### config.mk
export PLATFORM = sky130hd
export DESIGN_NAME = ser_communication
export DESIGN_NICKNAME = d
export VERILOG_FILES = /design/src/rtl/ser_comm_pkg.sv /design/src/rtl/ser_pattern_shreg.sv /design/src/rtl/ser_communication.sv
export SDC_FILE = /design/constraint.sdc
export NUM_CORES = 1
export LEC_CHECK = 0
export CAP_MARGIN = 30
export CORE_MARGIN = 2
export CORE_UTILIZATION = 60
export DETAILED_ROUTE_END_ITERATION = 8
export DONT_BUFFER_PORTS = 1
export PLACE_DENSITY_LB_ADDON = 0.15
export RECOVER_POWER = 100
export REMOVE_ABC_BUFFERS = 1
export SYNTH_ARGS = -nofsm -noshare
export SYNTH_HDL_FRONTEND = slang
export SYNTH_HIERARCHICAL = 1
export SYNTH_SLANG_ARGS = --single-unit
export TNS_END_PERCENT = 1
### constraint.sdc
create_clock -name clk -period 3.85 [get_ports clk]
set_input_delay 0.77 -clock clk [delete_from_list [all_inputs] [get_ports clk]]
set_output_delay 0.77 -clock clk [all_outputs]
set_load 0.05 [all_outputs]
### src/rtl/ser_comm_pkg.sv
// Shared types and constants for the bit-serial frame receiver/forwarder.
package ser_comm_pkg;

  typedef enum logic {
    HUNT = 1'b0,
    DATA = 1'b1
  } state_t;

  localparam logic [7:0] FLAG_BYTE  = 8'h7E;
  localparam logic [7:0] ABORT_BYTE = 8'h81;

endpackage

### src/rtl/ser_pattern_shreg.sv
// 8-bit serial pattern window with synchronous clear and flag/abort compare.
// Abort compare exists only when SER_ABORT_DETECT_EN is defined.
module ser_pattern_shreg
  import ser_comm_pkg::*;
(
  input  logic       clk,
  input  logic       rst,
  input  logic       din,
  input  logic       clr,
  output logic [7:0] win_next,
  output logic       is_flag,
  output logic       is_abort
);

  logic [7:0] shreg;

  assign win_next = {shreg[6:0], din};
  assign is_flag  = (win_next == FLAG_BYTE);

`ifdef SER_ABORT_DETECT_EN
  assign is_abort = (win_next == ABORT_BYTE);
`else
  assign is_abort = 1'b0;
`endif

  // NOTE: sequential state uses non-blocking assignments so every register
  // samples pre-edge values regardless of process evaluation order.
  always_ff @(posedge clk or negedge rst) begin
    if (!rst)      shreg <= '0;
    else if (clr)  shreg <= '0;
    else           shreg <= win_next;
  end

endmodule

### src/rtl/ser_communication.sv
// Bit-serial frame receiver: hunts for flag 0x7E, forwards PAYLOAD_BITS bits.
// Define SER_ABORT_DETECT_EN to drop frames on an in-payload 0x81 abort byte.
module ser_communication
  import ser_comm_pkg::*;
#(
  parameter int PAYLOAD_BITS = 96,
  parameter int CNT_W        = 7
) (
  input  logic clk,
  input  logic rst,
  input  logic RcIn,
  output logic txOut,
  output logic txValid,
  output logic txAbort
);

  state_t             state, state_d;
  logic [CNT_W-1:0]   cnt, cnt_d;
  logic               tx_out_d, tx_valid_d, tx_abort_d;
  logic               clr;
  logic [7:0]         win_next;
  logic               is_flag, is_abort;

  ser_pattern_shreg u_shreg (
    .clk      (clk),
    .rst      (rst),
    .din      (RcIn),
    .clr      (clr),
    .win_next (win_next),
    .is_flag  (is_flag),
    .is_abort (is_abort)
  );

  // NOTE: every output of this block gets a default first, so no path can
  // leave a variable unassigned and infer a latch.
  always_comb begin
    state_d    = state;
    cnt_d      = cnt;
    tx_out_d   = txOut;
    tx_valid_d = 1'b0;
    tx_abort_d = 1'b0;
    clr        = 1'b0;
    unique case (state)
      HUNT: begin
        if (is_flag) begin
          state_d = DATA;
          cnt_d   = '0;
          clr     = 1'b1;
        end
      end
      DATA: begin
        if (is_abort) begin
          // Abort wins over a normal end on the final payload bit.
          tx_abort_d = 1'b1;
          state_d    = HUNT;
          cnt_d      = '0;
          clr        = 1'b1;
        end else begin
          tx_out_d   = win_next[0];
          tx_valid_d = 1'b1;
          if (cnt == CNT_W'(PAYLOAD_BITS - 1)) begin
            // Window restarts from zero so the next flag must arrive whole.
            state_d = HUNT;
            cnt_d   = '0;
            clr     = 1'b1;
          end else begin
            cnt_d = cnt + 1'b1;
          end
        end
      end
      default: state_d = HUNT;
    endcase
  end

  always_ff @(posedge clk or negedge rst) begin
    if (!rst) begin
      state   <= HUNT;
      cnt     <= '0;
      txOut   <= 1'b0;
      txValid <= 1'b0;
      txAbort <= 1'b0;
    end else begin
      state   <= state_d;
      cnt     <= cnt_d;
      txOut   <= tx_out_d;
      txValid <= tx_valid_d;
      txAbort <= tx_abort_d;
    end
  end

endmodule

==> out/results.md <==
| Step | Quantity | Reported |
|---|---|---|
| run status | Outcome | finished, final reports clean |
| grt | GRT Overall Usage | 21.4% |
| drt | WL met2 | 551 um |
| die | Effective utilization at floorplan | 67.3% |
| power and ir drop | Switching power | 73.0 uW |
| setup path | Setup crit start kind | register |
| sta | Worst max-slew margin expressed relative to the limit | 57.8% |
| power and ir drop | Gate power share | 4.1% |
| sta | Actual transition at the worst max-transition pin | 0.632 ns |
| die | Die outline area | 0.00160 sq mm |
| job | Max-cap violation count | 0 |
| grt | Maximum number of pins on one net before global-route repair | 19 |
| synthesis | Synthesis-stage register bit count | 18 |
| drt | Vias per Instance | 5.84 |
| die | Die Span Y | 40.0 um |
| layout | Fillers | 75 |
| drt | Number of vias after detailed routing | 479 |
| place | Worst setup slack after placement | 2.01 ns |
| cts | # clock sinks | 18 |
| layout | Commonest non-fill, non-tap cell in the layout | dfrtp_1 |
| die | Die span in x | 40.0 um |
| grt | Initial antenna violation count | 0 |
| drt | Routed WL | 1260 um |
| setup path | Data arrival time of the critical path | 2.14 ns |
| power and ir drop | Switching share of power | 21.7% |
| grt | Total grt overflow | 0 |
| cts | Worst-case clock buffer depth | 2 |
| cts | Buffer count from post-CTS setup fixing | 0 |
| cts | Clock tree from TritonCTS | yes |
| grt | Number of global-route vias before repair | 446 |
| grt | First-pass GRT wire length | 2080 um |
| cts | Hold Buf Count CTS | 0 |
| die | Core area | 0.00116 sq mm |
| cts | Clock Latency Late Sink | 0.29 ns |
| sta | Final number of setup-violating endpoints | 0 |
| synthesis | Share of the synthesized area in the top cell type | 57.9% |
| sta | Final clock skew | 0.00585 ns |
| drt | Number of violations reported at the end of detailed-routing iteration 0 | 6 |
| drt | WL met3 | 53 um |
| cts | Number of buffers inserted during clock tree synthesis | 3 |
| layout | Number of nets at the end of the flow | 73 |
| setup path | Required arrival time at the worst endpoint | 4.02 ns |
| power and ir drop | Total leakage power | 0.362 nW |
| drt | Number of nets with antenna violations after detailed routing | 0 |
| cts | Clock Root Buffer | clkbuf_4 |
| sta | TNS Setup | 0 ns |
| sta | RSZ-0062 raised after global routing | no |
| synthesis | Largest cells by area after synthesis | dfrtp_1 (58%), nor2b_1 (7.2%), o21ai_0 (3.9%) |
| synthesis | Average size of a mapped cell | 11.6 sq um |
| synthesis | Top cell type by total area after synthesis | dfrtp_1 |
| worst hold path | Hold/Removal Path Class | in -> async |
| setup path | Maximum net fanout on the critical path | 7 |
| drt | Average wire length per cell after detail routing | 15.4 um |
| cts | Post-CTS sizing | 0 |
| cts | Clock input transition at the sequential cells of the worst setup and hold paths | 0.10 ns |
| synthesis | Register area share after synthesis | 57.9% |
| power and ir drop | Ratio of total power to cell area | 424 mW/mm^2 |
| drt | Highest metal layer with signal wires | met4 |
| cts | Number of H-tree levels | 1 |
| place | Hpwl dp | 885 um |
| sta | Count of final max-slew check failures | 0 |
| synthesis | Cell variety after synth | 24 |
| place | Port buffer count | 0 |
| sta | Period Utilization, post-route | 51.2% |
| power and ir drop | Internal power consumption | 264 uW |
| drt | DRC | 0 |
| power and ir drop | Sequential cell fraction of total power | 62.4% |
| layout | Diodes inserted | 0 |
| layout | Highest-count cells in the layout ignoring fill and taps | dfrtp_1 (18), nor2b_1 (9), o21ai_0 (6), a21oi_1 (5) |
| layout | Area added between synthesis and finish | 2.25% |
| sta | Fmax achieved | 507 MHz |
| drt | 1st-pass router iterations | 4 |
| layout | Fraction of layout instances using a drive strength above 1 | 11.8% |
| setup path | CP Capture Type | register |
| power and ir drop | Clk network pwr share | 33.5% |
| die | Num ports | 6 |
| sta | Final hold vios | 0 |
| power and ir drop | Worst vdd ir | 0.000289 V |
| drt | Met1 wire length | 627 um |
| synthesis | Count of mapped cells out of synthesis | 67 |
| die | Num rows | 12 |
| sta | Min Clock Period, post-route | 1.97 ns |
| place | Placer's final routability congestion estimate | 0.833 |
| setup path | Type of the worst setup path | reg -> reg |
| setup path | Number of cell instances on the worst register-to-register path | 5 |
| sta | Final setup slack of the worst path | 1.88 ns |
| synthesis | Warning count from the yosys run | 6 |
| synthesis | Mapped cell area | 778 sq um |
==> critical path, stage by stage (launching register included) <==
cell     delay [ns]
dfrtp_1        0.41
ha_1           0.26
nand4_1        0.16
o31ai_1        0.53
and2_0         0.38
nor2b_1        0.11
==> power groups by stage <==
stage	Combinational, mW	Sequential [mW]	Clock (mW)
5_1_grt	0.0156	0.211	0.125
3_5_place_dp	0.0150	0.214	0
3_3_place_gp	0.0138	0.214	0
2_1_floorplan	0.0125	0.212	0
4_1_cts	0.0153	0.210	0.116
6_report	0.0137	0.210	0.113
==> logic make-up (layout without fill, tap and decap cells) <==
kind of cell / Yosys count / in the layout / share of synthesized area, %
AO/OA/AOI/OAI: 15 / 15 / 14.5
XOR/XNOR: 1 / 1 / 1.13
buffers and inverters: 5 / 6 / 3.86
other: 1 / 1 / 0.482
multiplexers: 1 / 1 / 1.45
flip-flops: 18 / 18 / 57.9
adder cells (fa/ha/maj): 1 / 1 / 1.61
AND/OR/NAND/NOR: 25 / 25 / 19.1
==> per-layer routing <==
layer / GRT usage, % / vias to the layer above
li1: - / 232
met1: 28.0 / 231
met2: 29.4 / 11
met3: 8.33 / 5
met4: 12.9 / 0
met5: 0 / -
==> final cells by class <==
class | instances | area (sq um) | share of cell area, %
clock buffers | 4 | 36.3 | 4.56
inverters | 2 | 7.51 | 0.943
multi-input cells | 44 | 284 | 35.7
flip-flops and latches | 18 | 450 | 56.6
well taps | 14 | 17.5 | 2.20
==> sequential cells by signal, indices dropped and copies added, names as in the netlist <==
name,flops
txValid,1
txAbort,1
u_shreg/shreg,7
cnt,7
state,1
txOut,1
==> stage by stage <==
step	util, %	hold slack, ns	cells	cell area, sq um	total power [mW]
after global placement	66.9	0.472	78	773	0.227
after CTS	70.0	0.150	82	810	0.342
after floorplan	-	0.464	64	756	0.225
final	68.8	0.156	82	796	0.337
after global routing	68.8	0.132	82	796	0.352
after detailed placement	66.9	0.475	78	773	0.229
==> synth_stat cells <==
| cell | instances |
|---|---|
| nand3_1 | 1 |
| nand4b_1 | 2 |
| inv_1 | 2 |
| nand4_1 | 2 |
| ha_1 | 1 |
| nand2_1 | 3 |
| or3_1 | 1 |
| and3_1 | 1 |
| a22o_1 | 1 |
| o21ai_0 | 6 |
| conb_1 | 1 |
| nor2_1 | 2 |
| xor2_1 | 1 |
| mux2_2 | 1 |
| o2111ai_2 | 1 |
| dfrtp_1 | 18 |
| nor3b_1 | 1 |
| nor2b_1 | 9 |
| buf_4 | 3 |
| o31ai_4 | 1 |
| a21oi_1 | 5 |
| and2_1 | 2 |
| a22oi_2 | 1 |
| or2_2 | 1 |
==> final timing paths <==
path,to,startpoint,slack (ns)
worst max-delay path,u_shreg/shreg[3],cnt[0],1.88
worst min-delay path,cnt[1],rst,0.16
min in group clk,u_shreg/shreg[2],u_shreg/shreg[1],0.50
max in group asynchronous,txOut,rst,3.62
worst min register to register,u_shreg/shreg[2],u_shreg/shreg[1],0.50
worst max register to register,u_shreg/shreg[3],cnt[0],1.88
Note: power is estimated with default switching activity, not from simulation.
